File: src/rtl/imem_pkg.sv
// Shared definitions for the instruction-memory fetch responder.
//   state_t    : responder FSM states (LOAD, IDLE, WAIT, RESP)
//   NOP_INSN   : instruction returned for a failed fetch (addi x0,x0,0)
//   BYTE_LANES : bytes per 32-bit instruction word
package imem_pkg;

    typedef enum logic [1:0] {
        LOAD = 2'd0,
        IDLE = 2'd1,
        WAIT = 2'd2,
        RESP = 2'd3
    } state_t;

    localparam logic [31:0] NOP_INSN   = 32'h0000_0013;
    localparam int          BYTE_LANES = 4;

endpackage

File: src/rtl/imem_loader.sv
// Byte-serial program loader: assembles bytes little-endian into 32-bit words
// and issues one memory write per completed (or zero-padded final) word.
// Ports:
//   clk, reset       : clock, synchronous active-low reset
//   active           : high while the responder is in its load phase
//   load_valid/byte/last, load_ready : loader byte handshake
//   wr_en, wr_addr, wr_data          : write strobe into the instruction memory
//   load_done        : pulses with the write that ends the load phase
module imem_loader
    import imem_pkg::*;
#(
    parameter  int DEPTH_WORDS = 16,
    localparam int AW          = $clog2(DEPTH_WORDS)
) (
    input  logic          clk,
    input  logic          reset,
    input  logic          active,
    input  logic          load_valid,
    input  logic [7:0]    load_byte,
    input  logic          load_last,
    output logic          load_ready,
    output logic          wr_en,
    output logic [AW-1:0] wr_addr,
    output logic [31:0]   wr_data,
    output logic          load_done
);

    logic [1:0]                    byte_cnt_reg;
    logic [AW-1:0]                 wptr_reg;
    // Lanes 0..2 of the word under construction; lane 3 is always the
    // incoming byte when a word completes, so it never needs storage.
    logic [8*(BYTE_LANES-1)-1:0]   buf_reg;
    logic                          accept;
    logic                          word_full;

    assign load_ready = active;
    assign accept     = active & load_valid;
    assign word_full  = (byte_cnt_reg == 2'd3);
    assign wr_en      = accept & (word_full | load_last);
    assign wr_addr    = wptr_reg;
    // Leaving on the last byte or on filling the final word; both may coincide.
    assign load_done  = wr_en & (load_last | (word_full & (wptr_reg == AW'(DEPTH_WORDS - 1))));

    // Word image for the current byte: earlier lanes from the buffer, the
    // current lane from the bus, later lanes zero (this is the padding for a
    // short final word).
    genvar gi;
    generate
        for (gi = 0; gi < BYTE_LANES; gi++) begin : g_lane
            if (gi < BYTE_LANES - 1) begin : g_buffered
                assign wr_data[8*gi +: 8] = (byte_cnt_reg == 2'(gi)) ? load_byte :
                                            (byte_cnt_reg >  2'(gi)) ? buf_reg[8*gi +: 8] :
                                                                       8'h00;
            end else begin : g_top
                assign wr_data[8*gi +: 8] = (byte_cnt_reg == 2'(gi)) ? load_byte : 8'h00;
            end
        end
    endgenerate

    always_ff @(posedge clk) begin
        if (!reset) begin
            byte_cnt_reg <= 2'd0;
            wptr_reg     <= '0;
            buf_reg      <= '0;
        end else if (accept) begin
            buf_reg      <= wr_data[8*(BYTE_LANES-1)-1:0];
            byte_cnt_reg <= wr_en ? 2'd0 : byte_cnt_reg + 2'd1;
            if (wr_en) begin
                wptr_reg <= wptr_reg + 1'b1;
            end
        end
    end

endmodule

File: src/rtl/imem_fetch_responder.sv
// Instruction-memory responder for a CPU fetch port. Loaded byte-serially,
// then answers one fetch at a time after WAIT_STATES extra cycles.
// Ports:
//   clk, reset                     : clock, synchronous active-low reset
//   req_valid, iaddr, req_ready    : fetch request (byte address)
//   rsp_valid, idata, rsp_err      : one-cycle response; idata/rsp_err held
//   load_valid, load_byte, load_last, load_ready : program loader port
//   loaded                         : high once loading has finished
module imem_fetch_responder
    import imem_pkg::*;
#(
    parameter int DEPTH_WORDS = 16,
    parameter int WAIT_STATES = 0
) (
    input  logic        clk,
    input  logic        reset,
    input  logic        req_valid,
    input  logic [31:0] iaddr,
    output logic        req_ready,
    output logic        rsp_valid,
    output logic [31:0] idata,
    output logic        rsp_err,
    input  logic        load_valid,
    input  logic [7:0]  load_byte,
    input  logic        load_last,
    output logic        load_ready,
    output logic        loaded
);

    localparam int         AW        = $clog2(DEPTH_WORDS);
    localparam logic [3:0] WAIT_LOAD = 4'((WAIT_STATES > 0) ? WAIT_STATES - 1 : 0);

    state_t        state_reg, state_next;
    logic [3:0]    wait_cnt_reg, wait_cnt_next;
    logic [AW-1:0] rd_idx_reg;
    logic          err_reg;
    logic [31:0]   idata_reg;
    logic          rsp_err_reg;

    logic [31:0]   mem [DEPTH_WORDS];

    logic          load_active;
    logic          wr_en;
    logic [AW-1:0] wr_addr;
    logic [31:0]   wr_data;
    logic          load_done;

    logic          accept;
    logic          acc_err;
    logic [AW-1:0] acc_idx;
    logic          fill;
    logic          rd_err;
    logic [AW-1:0] rd_idx;

    imem_loader #(
        .DEPTH_WORDS (DEPTH_WORDS)
    ) u_loader (
        .clk        (clk),
        .reset      (reset),
        .active     (load_active),
        .load_valid (load_valid),
        .load_byte  (load_byte),
        .load_last  (load_last),
        .load_ready (load_ready),
        .wr_en      (wr_en),
        .wr_addr    (wr_addr),
        .wr_data    (wr_data),
        .load_done  (load_done)
    );

    // Memory contents survive reset; only the loader writes them.
    always_ff @(posedge clk) begin
        if (wr_en) begin
            mem[wr_addr] <= wr_data;
        end
    end

    assign accept  = (state_reg == IDLE) & req_valid;
    assign acc_err = (iaddr[1:0] != 2'b00) | (iaddr[31:2] >= 30'(DEPTH_WORDS));
    assign acc_idx = iaddr[AW+1:2];

    // With no wait states the response is filled on the acceptance edge, so
    // the live request is used; otherwise the latched request is used.
    assign rd_idx = (state_reg == IDLE) ? acc_idx : rd_idx_reg;
    assign rd_err = (state_reg == IDLE) ? acc_err : err_reg;
    assign fill   = (state_next == RESP);

    always_comb begin
        state_next    = state_reg;
        wait_cnt_next = wait_cnt_reg;
        req_ready     = 1'b0;
        rsp_valid     = 1'b0;
        load_active   = 1'b0;
        case (state_reg)
            LOAD: begin
                load_active = 1'b1;
                if (load_done) begin
                    state_next = IDLE;
                end
            end
            IDLE: begin
                req_ready = 1'b1;
                if (req_valid) begin
                    if (WAIT_STATES > 0) begin
                        state_next    = WAIT;
                        wait_cnt_next = WAIT_LOAD;
                    end else begin
                        state_next = RESP;
                    end
                end
            end
            WAIT: begin
                if (wait_cnt_reg == 4'd0) begin
                    state_next = RESP;
                end else begin
                    wait_cnt_next = wait_cnt_reg - 4'd1;
                end
            end
            RESP: begin
                rsp_valid  = 1'b1;
                state_next = IDLE;
            end
            default: begin
                state_next = LOAD;
            end
        endcase
    end

    always_ff @(posedge clk) begin
        if (!reset) begin
            state_reg    <= LOAD;
            wait_cnt_reg <= 4'd0;
            rd_idx_reg   <= '0;
            err_reg      <= 1'b0;
            idata_reg    <= 32'h0;
            rsp_err_reg  <= 1'b0;
        end else begin
            state_reg    <= state_next;
            wait_cnt_reg <= wait_cnt_next;
            if (accept) begin
                rd_idx_reg <= acc_idx;
                err_reg    <= acc_err;
            end
            if (fill) begin
                idata_reg   <= rd_err ? NOP_INSN : mem[rd_idx];
                rsp_err_reg <= rd_err;
            end
        end
    end

    assign idata   = idata_reg;
    assign rsp_err = rsp_err_reg;
    assign loaded  = (state_reg != LOAD);

endmodule

File: config.mk
export PLATFORM = sky130hd
export DESIGN_NAME = imem_fetch_responder
export DESIGN_NICKNAME = d
export VERILOG_FILES = /design/src/rtl/imem_pkg.sv /design/src/rtl/imem_loader.sv /design/src/rtl/imem_fetch_responder.sv
export SDC_FILE = /design/constraint.sdc
export NUM_CORES = 1
export LEC_CHECK = 0
export CORE_MARGIN = 2
export CORE_UTILIZATION = 55
export DETAILED_ROUTE_END_ITERATION = 10
export GPL_TIMING_DRIVEN = 0
export PLACE_DENSITY = 0.79
export SYNTH_ARGS = -nofsm -noshare
export SYNTH_HDL_FRONTEND = slang
export SYNTH_HIERARCHICAL = 1
export SYNTH_SLANG_ARGS = --single-unit
File: constraint.sdc
create_clock -name clk -period 7.01 [get_ports clk]
set_input_delay 2.103 -clock clk [delete_from_list [all_inputs] [get_ports clk]]
set_output_delay 2.103 -clock clk [all_outputs]
set_load 0.05 [all_outputs]
==> results of run 1 <==
[layer usage]
layer / share of wire / global-route usage
met5: 0 / 0
met4: 0.035 / 0.111
met3: 0.10 / 0.0482
met2: 0.47 / 0.435
met1: 0.39 / 0.361
[cell type report]
class / count / area, sq um / area share
antenna: 1 / 2.50 / 0.0000931
buffer: 84 / 488 / 0.0182
clock buffer: 69 / 1510 / 0.0562
clock inverter: 35 / 387 / 0.0144
inverter: 8 / 32.5 / 0.00121
multi-input combinational: 758 / 5650 / 0.210
sequential: 586 / 16900 / 0.627
tap: 532 / 666 / 0.0248
timing repair buffer: 114 / 1270 / 0.0475
[power groups by stage]
stage,registers [uW],logic [uW],clock network [uW]
global placement,3940,727,0
detailed placement,3940,755,0
CTS,3860,764,3110
floorplan,3990,423,0
finish,3860,777,3100
global route,3870,808,3240
[worst paths after layout]
path | start | end | slack (ns) | cells past startpoint
setup / recovery | iaddr[4] | idata[19] | 2.05 | 8
setup reg to reg | state_reg[1] | idata[19] | 3.52 | 9
hold / removal | idata[6] | idata[6] | 0.46 | 2
hold reg to reg | idata[6] | idata[6] | 0.46 | 2
[placed cells by master, fill, tap and decap left out, drive strengths merged, types with 23 or more instances in the layout]
| master | netlist | routed |
|---|---|---|
| o22ai | 122 | 122 |
| mux2i | 235 | 235 |
| o21ai | 39 | 39 |
| clkbuf | 29 | 98 |
| clkdlybuf4s50 | 0 | 81 |
| dfxtp | 74 | 74 |
| o31ai | 29 | 29 |
| buf | 55 | 88 |
| nand2 | 79 | 79 |
| nor2 | 35 | 35 |
| nor3 | 64 | 64 |
| edfxtp | 512 | 512 |
| clkinv | 0 | 23 |
[synthesized netlist by cell type, types with 2 or more instances]
cell        n  area share
buf_4      28      0.0092
o211a_1     2     0.00087
mux2_2     16      0.0079
o21ai_1    10      0.0022
nor3b_1     9      0.0029
ha_1        7      0.0038
or4_1       6      0.0020
nor2b_1    14      0.0038
nor3_1     64       0.014
o22ai_1   122       0.033
and2_1     16      0.0044
a21boi_1    3     0.00098
dfxtp_1    74       0.065
mux2_1      4      0.0020
clkbuf_1   29      0.0047
xnor2_1     5      0.0019
o31ai_1    29      0.0095
nand2_1    79       0.013
mux2i_1   234        0.10
o21ba_1     2     0.00087
a211oi_1   12      0.0039
a21boi_0    5      0.0016
inv_1       7      0.0011
nand3b_1    3     0.00098
nand2b_1    4      0.0011
edfxtp_1  512        0.67
nand3_1     9      0.0020
o21ai_0    29      0.0063
a31oi_1     4      0.0011
buf_6       6      0.0029
buf_1       3     0.00049
buf_2      18      0.0039
o21ba_2    14      0.0061
nor4_1      7      0.0019
nor2_1     35      0.0057
a21oi_1     2     0.00044
[cell families (layout without fill, tap and decap cells)]
| family | Yosys count | in the layout | synth area share |
|---|---|---|---|
| compound gates | 240 | 240 | 0.0699 |
| fa+ha+maj | 7 | 7 | 0.00382 |
| mux | 255 | 255 | 0.113 |
| xor+xnor | 5 | 5 | 0.00191 |
| other cells | 0 | 1 | 0 |
| simple gates | 251 | 251 | 0.0532 |
| flops | 586 | 586 | 0.735 |
| buf+inv | 92 | 310 | 0.0227 |
[worst min-delay path, cell delays in order, from the launching register on]
cell	delay, ns
dfxtp_1	0.33
nand2_1	0.05
o31ai_1	0.05
[stage by stage]
step	power [uW]	hold slack (ns)	area, sq um	util
4_1_cts	7740	0.458	26900	0.655
6_report	7740	0.458	26900	0.655
3_5_place_dp	4690	0.444	25000	0.609
5_1_grt	7920	0.491	26900	0.655
2_1_floorplan	4410	0.456	22900	-
3_3_place_gp	4660	0.442	24400	0.595
==> impl_results.md, run 1 <==
* GRT Total Usage at 0.268
* P&R area growth vs syn at 17.2%
* Share of layout cells above drive strength 1 at 0.140
* Core ar. at 41,000 sq um
* Setup ws final at 2.05 ns
* Crit path max-delay family: buffers and inverters
* Post-cts gate resize count at 0
* Leak at 0.00970 uW
* Min cycle time layout at 4.96 ns
* Fmax at 202 MHz
* Slowest CP cell: a31oi_1
* Setup bufs post-CTS at 0
* Pre-CTS setup slack at 1.64 ns
* Sequential share of the synthesized area at 0.735
* Final ANT Viol Nets at 0
* GPL Wtd Cong at 0.849
* Final setup TNS at 0 ns
* RSZ-0062 raised after global routing: false
* # fillers at 2,708
* Failing checks: capacitance limit, slew limit
* First-pass GRT wire length at 85,600 microns
* VDD IR max at 0.183 mV
* Biggest cell delay along the critical path at 1.07 ns
* Critical Path AT at 5.42 ns
* Crit path buf inv count at 3
* Drc violations at 0
* Setup CP Type: input pin to flop
* Grt total ovfl at 0
* Initial Util at 0.559
* Measured slew at the worst slew-check pin at 1.50 ns
* Crit path cell chain: clkdlybuf4s50_1 -> nor3b_1 -> a31oi_1 -> clkbuf_1 -> buf_2 -> o22ai_1 -> nor3_1 -> o31ai_1
* Part of the power in the clock network at 0.400
* Net count after synthesis at 1,488
* Fin cells at 2,187
* # rows at 74
* Post-synth ARST share at 0
* TritonCTS clock tree: done
* MaxCap Viol Count at 1
* Port bufs at 81
* Combinational power share at 0.100
* I/O Pins at 82
* Dpl hpwl at 36,800 microns
* #FFs+latches synth at 586
* Post-Syn Area at 22,900 sq um
* Warnings, synthesis at 6
* Switching power at 1810 uW
* Slew Viols, Final at 1
* DRT iter0 DRCs at 1,801
* Fin Clk Skew at 0.0170 ns
* Longest Clk Path Bufs at 3
* Startpoint Class: input pin
* Slew headroom at -0.00269
* Largest net degree at the start of global routing at 24
* CTS Sinks at 586
* # hold bufs at CTS at 0
* Critical Path End Type: flop
* EDFF count, synth at 512
* Post-Syn Area per Cell at 16.0 sq um
* Switch share at 0.234
* Avg Vias per Cell at 6.35
* Worst-path clk slew at 0.06 ns
* Routed WL per cell at 26.8 microns
* Hold Vio Cnt, Final at 0
* Design internal power at 5930 uW
* Clk root buf: clkbuf_16
* Tightest Hold Check Type: flop to flop
* Placed cells at 2,081
* Initial antenna violation count at 0
* TritonCTS Buffers at 55
* Die Ht at 208 microns
* Power share of the sequential group at 0.499
* DIE AREA at 43,300 sq um
* Worst Path Required at 7.47 ns
* P per Cell Area at 288 nW/um^2
* Syn Inst Count at 1,436
* Max reg flops at 512
* Drt first pass iters at 7
* Layout net count at 1,659
* Clk_lat worst skew at 0.61 ns
* CP Max Fanout at 10
* Die X at 208 microns
* Yosys cell types at 49
* Period utilisation layout at 0.707
* Final setup viols at 0
* Status: finished with violations
* Vias in the first global route at 14,000
* DR vias at 13,900
* Predominant post-synthesis flop cell: edfxtp_1
* H-tree levels at 2
* Wirelength, routed at 58,500 microns
Note: power is estimated with default switching activity, not from simulation.
==> run 2, diff against run 1 <==
==> constraint.sdc (replaced) <==
create_clock -name clk -period 5.1 [get_ports clk]
set_input_delay 1.53 -clock clk [delete_from_list [all_inputs] [get_ports clk]]
set_output_delay 1.53 -clock clk [all_outputs]
set_load 0.05 [all_outputs]
==> results of run 2 <==
Same layout as run 1 (identical final DEF). Status: finished with violations: capacitance limit, slew limit.
Main changes from that run: setup slack after placement 1.64 ns -> 0.307 ns; setup slack after layout 2.05 ns -> 0.717 ns; register-to-register setup slack 3.52 ns -> 1.61 ns; total power 7740 uW -> 10600 uW; worst IR drop on VDD 0.183 mV -> 0.252 mV
==> run 3, diff against run 2 <==
--- a/config.mk
+++ b/config.mk
@@ -5,7 +5,6 @@
 export SDC_FILE = /design/constraint.sdc
 export NUM_CORES = 1
 export LEC_CHECK = 0
-export CORE_MARGIN = 2
 export CORE_UTILIZATION = 55
 export DETAILED_ROUTE_END_ITERATION = 10
 export GPL_TIMING_DRIVEN = 0
==> impl_results.md, run 3 (synthesis results as in run 1) <==
* Status: complete, no violations
* DIE AREA at 42,500 sq um
* Reg2reg start: state_reg[1]
* # hold bufs at CTS at 0
* Startpoint Class: input pin
* Hold Vio Cnt, Final at 0
* Fin cells at 2,190
* Crit path to: idata[10]
* Period utilisation layout at 0.846
* CTS Sinks at 586
* CP Max Fanout at 10
* Dpl hpwl at 36,800 microns
* Setup bufs post-CTS at 0
* Clk root buf: clkbuf_16
* Min cycle time layout at 4.31 ns
* Worst r2r path cells at 9
* Share of layout cells above drive strength 1 at 0.132
* Slew headroom at 0.0674
* Drc violations at 0
* TritonCTS clock tree: done
* GPL Wtd Cong at 0.819
* Measured slew at the worst slew-check pin at 1.39 ns
* Fmax at 232 MHz
* Min-delay src: idata[24]
* Initial Util at 0.560
* CP startpoint: iaddr[4]
* Post-route design area at 26,800 sq um
* TritonCTS Buffers at 56
* P per Cell Area at 387 nW/um^2
* Crit path buf inv count at 3
* Placed cells at 2,082
* Initial antenna violation count at 0
* Final ANT Viol Nets at 0
* I/O Pins at 82
* Die Ht at 206 microns
* First-pass GRT wire length at 84,400 microns
* Avg Vias per Cell at 6.32
* Worst reg2reg endpoint: idata[10]
* Max reg flops at 512
* Die X at 206 microns
* Worst-path clk slew at 0.06 ns
* Hold_ws at 0.449 ns
* Longest Clk Path Bufs at 3
* Fin Clk Skew at 0.0257 ns
* Crit path cell chain: clkdlybuf4s50_1 -> nor3b_1 -> a31oi_1 -> clkbuf_1 -> buf_2 -> o22ai_1 -> nor3_1 -> o31ai_1
* Most common cell after layout, fill and taps aside: edfxtp_1
* VDD IR max at 0.317 mV
* Reg2Reg Setup Slack at 1.70 ns
* Largest net degree at the start of global routing at 23
* MaxCap Viol Count at 0
* H-tree levels at 2
* Tightest Hold Check Type: flop to flop
* # rows at 74
* Final setup viols at 0
* Ant. Diodes at 0
* Clk_lat worst skew at 0.62 ns
* Vias in the first global route at 13,700
* Cell depth of the worst setup path at 8
* Core ar. at 40,900 sq um
* DR vias at 13,800
* Layout net count at 1,662
* RSZ-0062 raised after global routing: false
* Critical Path AT at 4.80 ns
* P&R area growth vs syn at 17.1%
* Setup CP Type: input pin to flop
* Grt total ovfl at 0
* Leak at 0.00967 uW
* Port bufs at 81
* DRT iter0 DRCs at 1,504
* Worst Path Required at 5.59 ns
* Biggest cell delay along the critical path at 1.00 ns
* Critical Path End Type: flop
* Crit path max-delay family: buffers and inverters
* Wirelength, routed at 57,200 microns
* Slowest CP cell: a31oi_1
* Most frequent cells in the layout: edfxtp_1 (512), mux2i_1 (234), o22ai_1 (122)
* GRT Total Usage at 0.276
* Post-cts gate resize count at 0
* Routed WL per cell at 26.1 microns
* Drt first pass iters at 6
* Slew Viols, Final at 0
* Dpl cell area at 25,000 sq um
-- run 3: cell types whose count changed in the layout (fill, tap and decap cells not counted), sizes merged --
| cell | before | now |
|---|---|---|
| clkbuf | 98 | 113 |
| clkinv | 23 | 17 |
| bufinv | 8 | 3 |
| inv | 11 | 8 |
| buf | 88 | 90 |
| clkinvlp | 1 | 2 |
| diode | 1 | 0 |
-- run 3: worst min-delay path by stage --
stage / to / slack [ns] / cells past startpoint
after floorplan: rd_idx_reg[3] / 0.46 / 2
after global placement: idata[27] / 0.44 / 2
after detailed placement: idata[24] / 0.44 / 2
after CTS: idata[24] / 0.45 / 2
after global routing: idata[30] / 0.49 / 2
final: idata[24] / 0.45 / 2
-- run 3: metal layers --
metal | up-vias | track usage | wire, microns
met1 | 6841 | 0.384 | 22400
met5 | - | 0 | 0
met3 | 153 | 0.0453 | 6000
met2 | 851 | 0.435 | 26800
met4 | 0 | 0.111 | 1960
li1 | 5987 | - | -
-- run 3: cell type report --
| class | count | area (sq um) |
|---|---|---|
| clock inverters | 22 | 193 |
| well taps | 532 | 666 |
| plain buffers | 84 | 488 |
| repair buffers | 116 | 1350 |
| fillers | 2733 | 14100 |
| inverters | 8 | 32.5 |
| multi-input cells | 758 | 5650 |
| flip-flops and latches | 586 | 16900 |
| clock buffers | 84 | 1610 |
-- run 3: metrics by stage --
| step | setup TNS [ns] | setup slack (ns) | util | power [uW] |
|---|---|---|---|---|
| 6_report | 0 | 0.785 | 0.656 | 10400 |
| 5_1_grt | 0 | 0.704 | 0.656 | 10700 |
| 3_3_place_gp | -622.10 | -3.10 | 0.596 | 6410 |
| 3_5_place_dp | 0 | 0.315 | 0.611 | 6450 |
| 2_1_floorplan | 0 | 0.177 | - | 6070 |
| 4_1_cts | 0 | 0.931 | 0.655 | 10400 |
-- run 3: report_power, final --
| part | switching, uW | total (uW) | internal [uW] |
|---|---|---|---|
| combinational | 688 | 1060 | 374 |
| sequential | 38.6 | 5310 | 5270 |
| clock | 1700 | 4030 | 2330 |
| total | 2430 | 10400 | 7970 |
-- run 3: worst min-delay path: cells and delay by family, from the launching register on --
kind,cells,cell delay (ns)
flops,1,0.32
simple gates,1,0.05
compound gates,1,0.05
